`config.mk`:
```
export PLATFORM = sky130hd
export DESIGN_NAME = rx_window_ctrl_flat
export DESIGN_NICKNAME = d
export VERILOG_FILES = /design/src/rtl/uart_ai_pkg.sv /design/src/rtl/rx_window_ctrl_if.sv /design/src/rtl/sat_counter.sv /design/src/rtl/rx_window_ctrl.sv /design/src/flat_wrapper.sv
export SDC_FILE = /design/constraint.sdc
export NUM_CORES = 1
export LEC_CHECK = 0
export BUFFER_PORTS_ARGS = -buffer_cell sky130_fd_sc_hd__buf_2
export CELL_PAD_IN_SITES_DETAIL_PLACEMENT = 1
export CELL_PAD_IN_SITES_GLOBAL_PLACEMENT = 1
export CORE_ASPECT_RATIO = 0.5
export CORE_MARGIN = 3
export CORE_UTILIZATION = 43
export DETAILED_ROUTE_END_ITERATION = 6
export PLACE_DENSITY_LB_ADDON = 0.1
export REMOVE_ABC_BUFFERS = 1
export SLEW_MARGIN = 20
export SYNTH_ARGS = -nofsm -noshare
export SYNTH_HDL_FRONTEND = slang
export SYNTH_SLANG_ARGS = --single-unit
```
`constraint.sdc`:
```
create_clock -name clk -period 3.1 [get_ports clk]
set_input_delay 0.93 -clock clk [delete_from_list [all_inputs] [get_ports clk]]
set_output_delay 0.93 -clock clk [all_outputs]
set_load 0.02 [all_outputs]
```
`src/rtl/uart_ai_pkg.sv`:
```
// Shared types and defaults for the UART RX to anomaly-core datapath.
package uart_ai_pkg;

    localparam int unsigned BYTE_W          = 8;
    localparam int unsigned WIN_LEN_DEF     = 8;
    localparam int unsigned TIMEOUT_CYC_DEF = 1024;

    typedef enum logic {
        ST_COLLECT = 1'b0,
        ST_PRESENT = 1'b1
    } win_state_e;

endpackage : uart_ai_pkg

```
`src/rtl/rx_window_ctrl_if.sv`:
```
// Window handshake between the RX window controller and the detector core.
interface rx_window_ctrl_if
    import uart_ai_pkg::*;
#(
    parameter int unsigned WIN_LEN = WIN_LEN_DEF
) ();

    localparam int unsigned DATA_W = WIN_LEN * BYTE_W;
    localparam int unsigned CNT_W  = $clog2(WIN_LEN + 1);

    logic [DATA_W-1:0] win_data;
    logic [CNT_W-1:0]  win_count;
    logic              win_short;
    logic              win_valid;
    logic              win_ready;

    modport master (
        output win_data,
        output win_count,
        output win_short,
        output win_valid,
        input  win_ready
    );

    modport slave (
        input  win_data,
        input  win_count,
        input  win_short,
        input  win_valid,
        output win_ready
    );

endinterface : rx_window_ctrl_if

```
`src/rtl/sat_counter.sv`:
```
// Saturating up-counter with synchronous clear.
module sat_counter #(
    parameter int unsigned W = 16
) (
    input  logic         clk,
    input  logic         i_clr,
    input  logic         i_inc,
    output logic [W-1:0] o_q
);

    logic [W-1:0] r_q;

    // Count up until all-ones, then hold; clear has priority
    always_ff @(posedge clk) begin
        if (i_clr) begin
            r_q <= '0;
        end else if (i_inc && (r_q != {W{1'b1}})) begin
            r_q <= r_q + W'(1);
        end
    end

    assign o_q = r_q;

endmodule : sat_counter

```
`src/rtl/rx_window_ctrl.sv`:
```
// Read-side RX FIFO controller: packs popped bytes into windows for the
// anomaly core, flushes partial windows on idle timeout, counts overflow drops.
module rx_window_ctrl
    import uart_ai_pkg::*;
#(
    parameter int unsigned WIN_LEN     = WIN_LEN_DEF,
    parameter int unsigned TIMEOUT_CYC = TIMEOUT_CYC_DEF,
    parameter int unsigned DROP_W      = 16
) (
    input  logic                clk,
    input  logic                rst,
    input  logic [BYTE_W-1:0]   i_fifo_dout,
    input  logic                i_fifo_empty,
    input  logic                i_fifo_full,
    input  logic                i_rx_wr,
    output logic                o_fifo_rd_en,
    rx_window_ctrl_if.master    win_if,
    output logic [DROP_W-1:0]   o_drop_cnt
);

    localparam int unsigned DATA_W = WIN_LEN * BYTE_W;
    localparam int unsigned CNT_W  = $clog2(WIN_LEN + 1);
    localparam int unsigned IDLE_W = $clog2(TIMEOUT_CYC);

    win_state_e        r_state,     w_state_nxt;
    logic [CNT_W-1:0]  r_idx,       w_idx_nxt;
    logic [IDLE_W-1:0] r_idle_cnt,  w_idle_nxt;
    logic [DATA_W-1:0] r_win_data,  w_data_nxt;
    logic [CNT_W-1:0]  r_win_count, w_count_nxt;
    logic              r_win_short, w_short_nxt;
    logic              w_rd_en;
    logic              w_drop;

    // State and window registers
    always_ff @(posedge clk) begin
        if (rst) begin
            r_state     <= ST_COLLECT;
            r_idx       <= '0;
            r_idle_cnt  <= '0;
            r_win_data  <= '0;
            r_win_count <= '0;
            r_win_short <= 1'b0;
        end else begin
            r_state     <= w_state_nxt;
            r_idx       <= w_idx_nxt;
            r_idle_cnt  <= w_idle_nxt;
            r_win_data  <= w_data_nxt;
            r_win_count <= w_count_nxt;
            r_win_short <= w_short_nxt;
        end
    end

    // Next-state: collect bytes into slots, present full or timed-out windows
    always_comb begin
        w_state_nxt = r_state;
        w_idx_nxt   = r_idx;
        w_idle_nxt  = r_idle_cnt;
        w_data_nxt  = r_win_data;
        w_count_nxt = r_win_count;
        w_short_nxt = r_win_short;
        w_rd_en     = 1'b0;

        case (r_state)
            ST_COLLECT: begin
                w_rd_en = !i_fifo_empty;
                if (w_rd_en) begin
                    for (int unsigned k = 0; k < WIN_LEN; k++) begin
                        if (r_idx == CNT_W'(k)) begin
                            w_data_nxt[k*BYTE_W +: BYTE_W] = i_fifo_dout;
                        end
                    end
                    w_idx_nxt  = r_idx + CNT_W'(1);
                    w_idle_nxt = '0;
                    if (r_idx == CNT_W'(WIN_LEN - 1)) begin
                        w_state_nxt = ST_PRESENT;
                        w_count_nxt = CNT_W'(WIN_LEN);
                        w_short_nxt = 1'b0;
                    end
                end else if (r_idx != '0) begin
                    // A pop in the threshold cycle takes the branch above instead
                    if (r_idle_cnt == IDLE_W'(TIMEOUT_CYC - 1)) begin
                        w_state_nxt = ST_PRESENT;
                        w_count_nxt = r_idx;
                        w_short_nxt = 1'b1;
                    end else begin
                        w_idle_nxt = r_idle_cnt + IDLE_W'(1);
                    end
                end else begin
                    w_idle_nxt = '0;
                end
            end

            ST_PRESENT: begin
                if (win_if.win_ready) begin
                    w_state_nxt = ST_COLLECT;
                    w_data_nxt  = '0;
                    w_idx_nxt   = '0;
                    w_idle_nxt  = '0;
                    w_short_nxt = 1'b0;
                end
            end

            default: begin
                w_state_nxt = ST_COLLECT;
            end
        endcase
    end

    // Overflow: a write strobe while the FIFO is full loses that byte
    assign w_drop = i_rx_wr && i_fifo_full;

    sat_counter #(
        .W (DROP_W)
    ) u_drop_cnt (
        .clk   (clk),
        .i_clr (rst),
        .i_inc (w_drop),
        .o_q   (o_drop_cnt)
    );

    assign o_fifo_rd_en     = w_rd_en;
    assign win_if.win_valid = (r_state == ST_PRESENT);
    assign win_if.win_data  = r_win_data;
    assign win_if.win_count = r_win_count;
    assign win_if.win_short = r_win_short;

endmodule : rx_window_ctrl

```
`src/flat_wrapper.sv`:
```
// flat-port wrapper written by rule: the top's interface ports become plain ports
module rx_window_ctrl_flat import uart_ai_pkg::*;
#(
    parameter int unsigned WIN_LEN     = WIN_LEN_DEF,
    parameter int unsigned TIMEOUT_CYC = TIMEOUT_CYC_DEF,
    parameter int unsigned DROP_W      = 16
)
  (clk, rst, i_fifo_dout, i_fifo_empty, i_fifo_full, i_rx_wr, o_fifo_rd_en, o_drop_cnt, win_if_win_data, win_if_win_count, win_if_win_short, win_if_win_valid, win_if_win_ready);
  rx_window_ctrl_if #(.WIN_LEN(WIN_LEN)) win_if_i ();
  input  logic clk;
  input  logic rst;
  input  logic [BYTE_W-1:0] i_fifo_dout;
  input  logic i_fifo_empty;
  input  logic i_fifo_full;
  input  logic i_rx_wr;
  output logic o_fifo_rd_en;
  output logic [DROP_W-1:0] o_drop_cnt;
  output wire logic [$bits(win_if_i.win_data)-1:0] win_if_win_data;
  output wire logic [$bits(win_if_i.win_count)-1:0] win_if_win_count;
  output wire logic [$bits(win_if_i.win_short)-1:0] win_if_win_short;
  output wire logic [$bits(win_if_i.win_valid)-1:0] win_if_win_valid;
  input wire logic [$bits(win_if_i.win_ready)-1:0] win_if_win_ready;
  assign win_if_win_data = win_if_i.win_data;
  assign win_if_win_count = win_if_i.win_count;
  assign win_if_win_short = win_if_i.win_short;
  assign win_if_win_valid = win_if_i.win_valid;
  assign win_if_i.win_ready = win_if_win_ready;
  rx_window_ctrl #(.WIN_LEN(WIN_LEN), .TIMEOUT_CYC(TIMEOUT_CYC), .DROP_W(DROP_W)) u_core (.clk(clk), .rst(rst), .i_fifo_dout(i_fifo_dout), .i_fifo_empty(i_fifo_empty), .i_fifo_full(i_fifo_full), .i_rx_wr(i_rx_wr), .o_fifo_rd_en(o_fifo_rd_en), .win_if(win_if_i), .o_drop_cnt(o_drop_cnt));
endmodule
```
==> metrics.yaml <==
clkTransAtPathRegs_ns: 0.07
synth_common_cells: "100 x dfxtp_1, 53 x nand2_1, 51 x nor2_1"
critical_path.slowest_cell: "dfxtp_1"
syn_inst: 493
fp.dieW_um: 147.3
cpPeakStageDelay_ns: 0.80
rsz0062_at_grt: "no"
cellLeakagePower_nw: 2.225
synth_top_family_by_area: "simple AND/OR/NAND/NOR gates"
die-area_mm2: 0.01129
multiInputGateArea_mm2: 0.002135
yosys.area_share.simple_pct: 26.38
pwr-share-comb_pct: 6.8
setup_viol: 0
wl_per_cell_um: 16.97
synth_top_area_share_pct: 46.65
core_mm2: 0.009572
fin_crit_ns: 2.507
syn_area_mm2: 0.004292
gpl.final_weighted_congestion: 0.7894
period_share_pct: 80.88
syn2layout_area_growth_pct: 21.20
numCtsBuffers: 9
via_per_inst: 5.492
synth_area_leaders: "dfxtp_1 47%, a21oi_1 5.8%, mux2i_1 5.8%"
post-synth-top-area-cell: "dfxtp_1"
ir_drop_mv: 0.2939
tightest_slew_ns: 0.8025
synth_edf_count: 0
portBuffers: 100
drive_above_1_share_pct: 24.87
dpl.hpwl_mm: 8.536
hold_class: "reg2reg"
hold_viol: 0
grt_use_total_pct: 22.26
ys_warn_count: 0
ant_nets: 0
gr-total-overflow: 0
muxShareOfSynthArea_pct: 7.930
cts_sinks: 100
yosysMostFrequentCell: "dfxtp_1"
die_h_um: 76.64
synth_seq_cells: 100
yosysUniqueCellTypes: 49
cp_cell_sequence: "nor2_2, buf_4, buf_2"
ys_seq_area_share_pct: 46.65
setup_tns_ns: 0
io-pin-count: 101
drv_cap: 0
htreeDepth: 3
worstPathRequired_ns: 2.17
slew_headroom_pct: 46.50
ff_latch_area_mm2: 0.002002
p_sw_uw: 650.0
grt_first_pass_wirelength_mm: 20.43
drc_errors: 0
first_iter_violations: 164
row_count: 25
clockPowerShare_pct: 43.5
antenna_found_initial: 0
start_kind: "register"
crit_fanout: 18
cts_tree: "done"
synth_xor_area_share_pct: 0.2041
swShare_pct: 24.57
wirelength_mm: 12.18
crit_path_end_kind: "output pin"
syn_area_per_cell_um2: 8.705
nets: 599
clock_path_buffers: 2
status: "complete, no violations"
grt_pass1_vias: 3940
drtPass1Iterations: 4
ctsHoldBuffers: 0
synthFlopType: "dfxtp_1"
power_density_mw_per_mm2: 508.7
async_reset_ff_share_pct: 0
post_cts_buffers: 0
p_total_mw: 2.646
fmax_mhz: 398.8
slew_viol_final: 0
fill_cells: 1183
cts_resized: 0
intPower_mw: 1.996
synth_compound_area_share_pct: 13.47
clock_latency_ns: 0.35
vias: 3943
finClkSkew_ns: 0.007864
synth_fa_ha_area_share_pct: 1.749
pwr-share-seq_pct: 49.8
grt_max_degree: 48
start_util_pct: 44.84
clockRootBuffer: "clkbuf_16"
critPathKind: "reg2out"
arrival_ns: 1.58
diodes: 0
==> power by group through the flow <==
stage / Sequential [mW] / Clock (mW) / Combinational (mW)
after global routing: 1.32 / 1.23 / 0.198
after global placement: 1.35 / 0 / 0.176
after CTS: 1.32 / 1.17 / 0.181
final: 1.32 / 1.15 / 0.179
after detailed placement: 1.35 / 0 / 0.180
after floorplan: 1.36 / 0 / 0.0748
==> cell usage in the layout (no fill, tap or decap), types with 7 or more instances in the layout <==
cell,n
nor2_1,51
dfxtp_1,100
clkbuf_16,9
nor2b_1,18
mux2_2,8
buf_4,8
and2_1,8
nand3_1,47
nand2_1,53
buf_2,99
a22oi_1,9
a31oi_1,8
mux2i_1,25
a21oi_1,50
nor3_1,7
==> cell families (layout without fill, tap and decap cells) <==
| kind of cell | after synthesis | count (layout) |
|---|---|---|
| simple gates | 221 | 221 |
| flops | 100 | 100 |
| compound gates | 93 | 93 |
| buf+inv | 39 | 129 |
| mux | 33 | 33 |
| fa+ha+maj | 6 | 6 |
| xor+xnor | 1 | 1 |
==> state kept, by name, indices dropped and copies added (netlist names) <==
register                 count
u_core.win_if.win_count      4
u_core.r_idx                 4
u_core.win_if.win_valid      1
u_core.r_idle_cnt           10
u_core.win_if.win_short      1
u_core.win_if.win_data      64
u_core.u_drop_cnt.o_q       16
==> cell type report <==
type	count	share of cell area (%)
multi-input cells	354	41.04
flip-flops and latches	100	38.49
repair buffers	108	11.07
clock buffers	9	4.330
well taps	135	3.248
clock inverters	6	1.395
inverters	6	0.4330
==> layer usage <==
layer / global-route usage (%) / up-vias / wire length, µm
li1: - / 1914 / -
met1: 30.04 / 1941 / 5933
met2: 35.05 / 78 / 5488
met3: 6.536 / 10 / 625
met4: 5.855 / 0 / 136
met5: 0 / - / 0
==> critical path: cells and delay by family, from the launching register on <==
family,cells,cell delay [ns]
buffers and inverters,2,0.35
DFF,1,0.80
and+or+nand+nor,1,0.08
==> through the flow <==
step	util (%)	instance area, µm²	hold slack (ns)	worst slack, ns	cells
6_report	54.34	5201	0.4625	0.5926	718
5_1_grt	54.34	5201	0.4943	0.4717	718
4_1_cts	54.34	5201	0.4648	0.5757	718
3_5_place_dp	51.23	4903	0.4555	0.6206	703
3_3_place_gp	51.23	4903	0.4499	0.6406	703
2_1_floorplan	-	4159	0.4563	0.8862	460
==> worst paths after layout <==
path              slack (ns)                                       to  cells past startpoint                                     from
hold reg to reg         0.46  u_core.win_if.win_data[37]$_SDFFE_PP0P_                      2  u_core.win_if.win_data[37]$_SDFFE_PP0P_
setup / recovery        0.59                             o_fifo_rd_en                      3       u_core.win_if.win_valid$_SDFF_PP0_
hold / removal          0.46  u_core.win_if.win_data[37]$_SDFFE_PP0P_                      2  u_core.win_if.win_data[37]$_SDFFE_PP0P_
setup reg to reg        0.95        u_core.r_idle_cnt[3]$_SDFFE_PP0P_                      6             u_core.r_idx[0]$_SDFFE_PP0P_
Note: power is estimated with default switching activity, not from simulation.
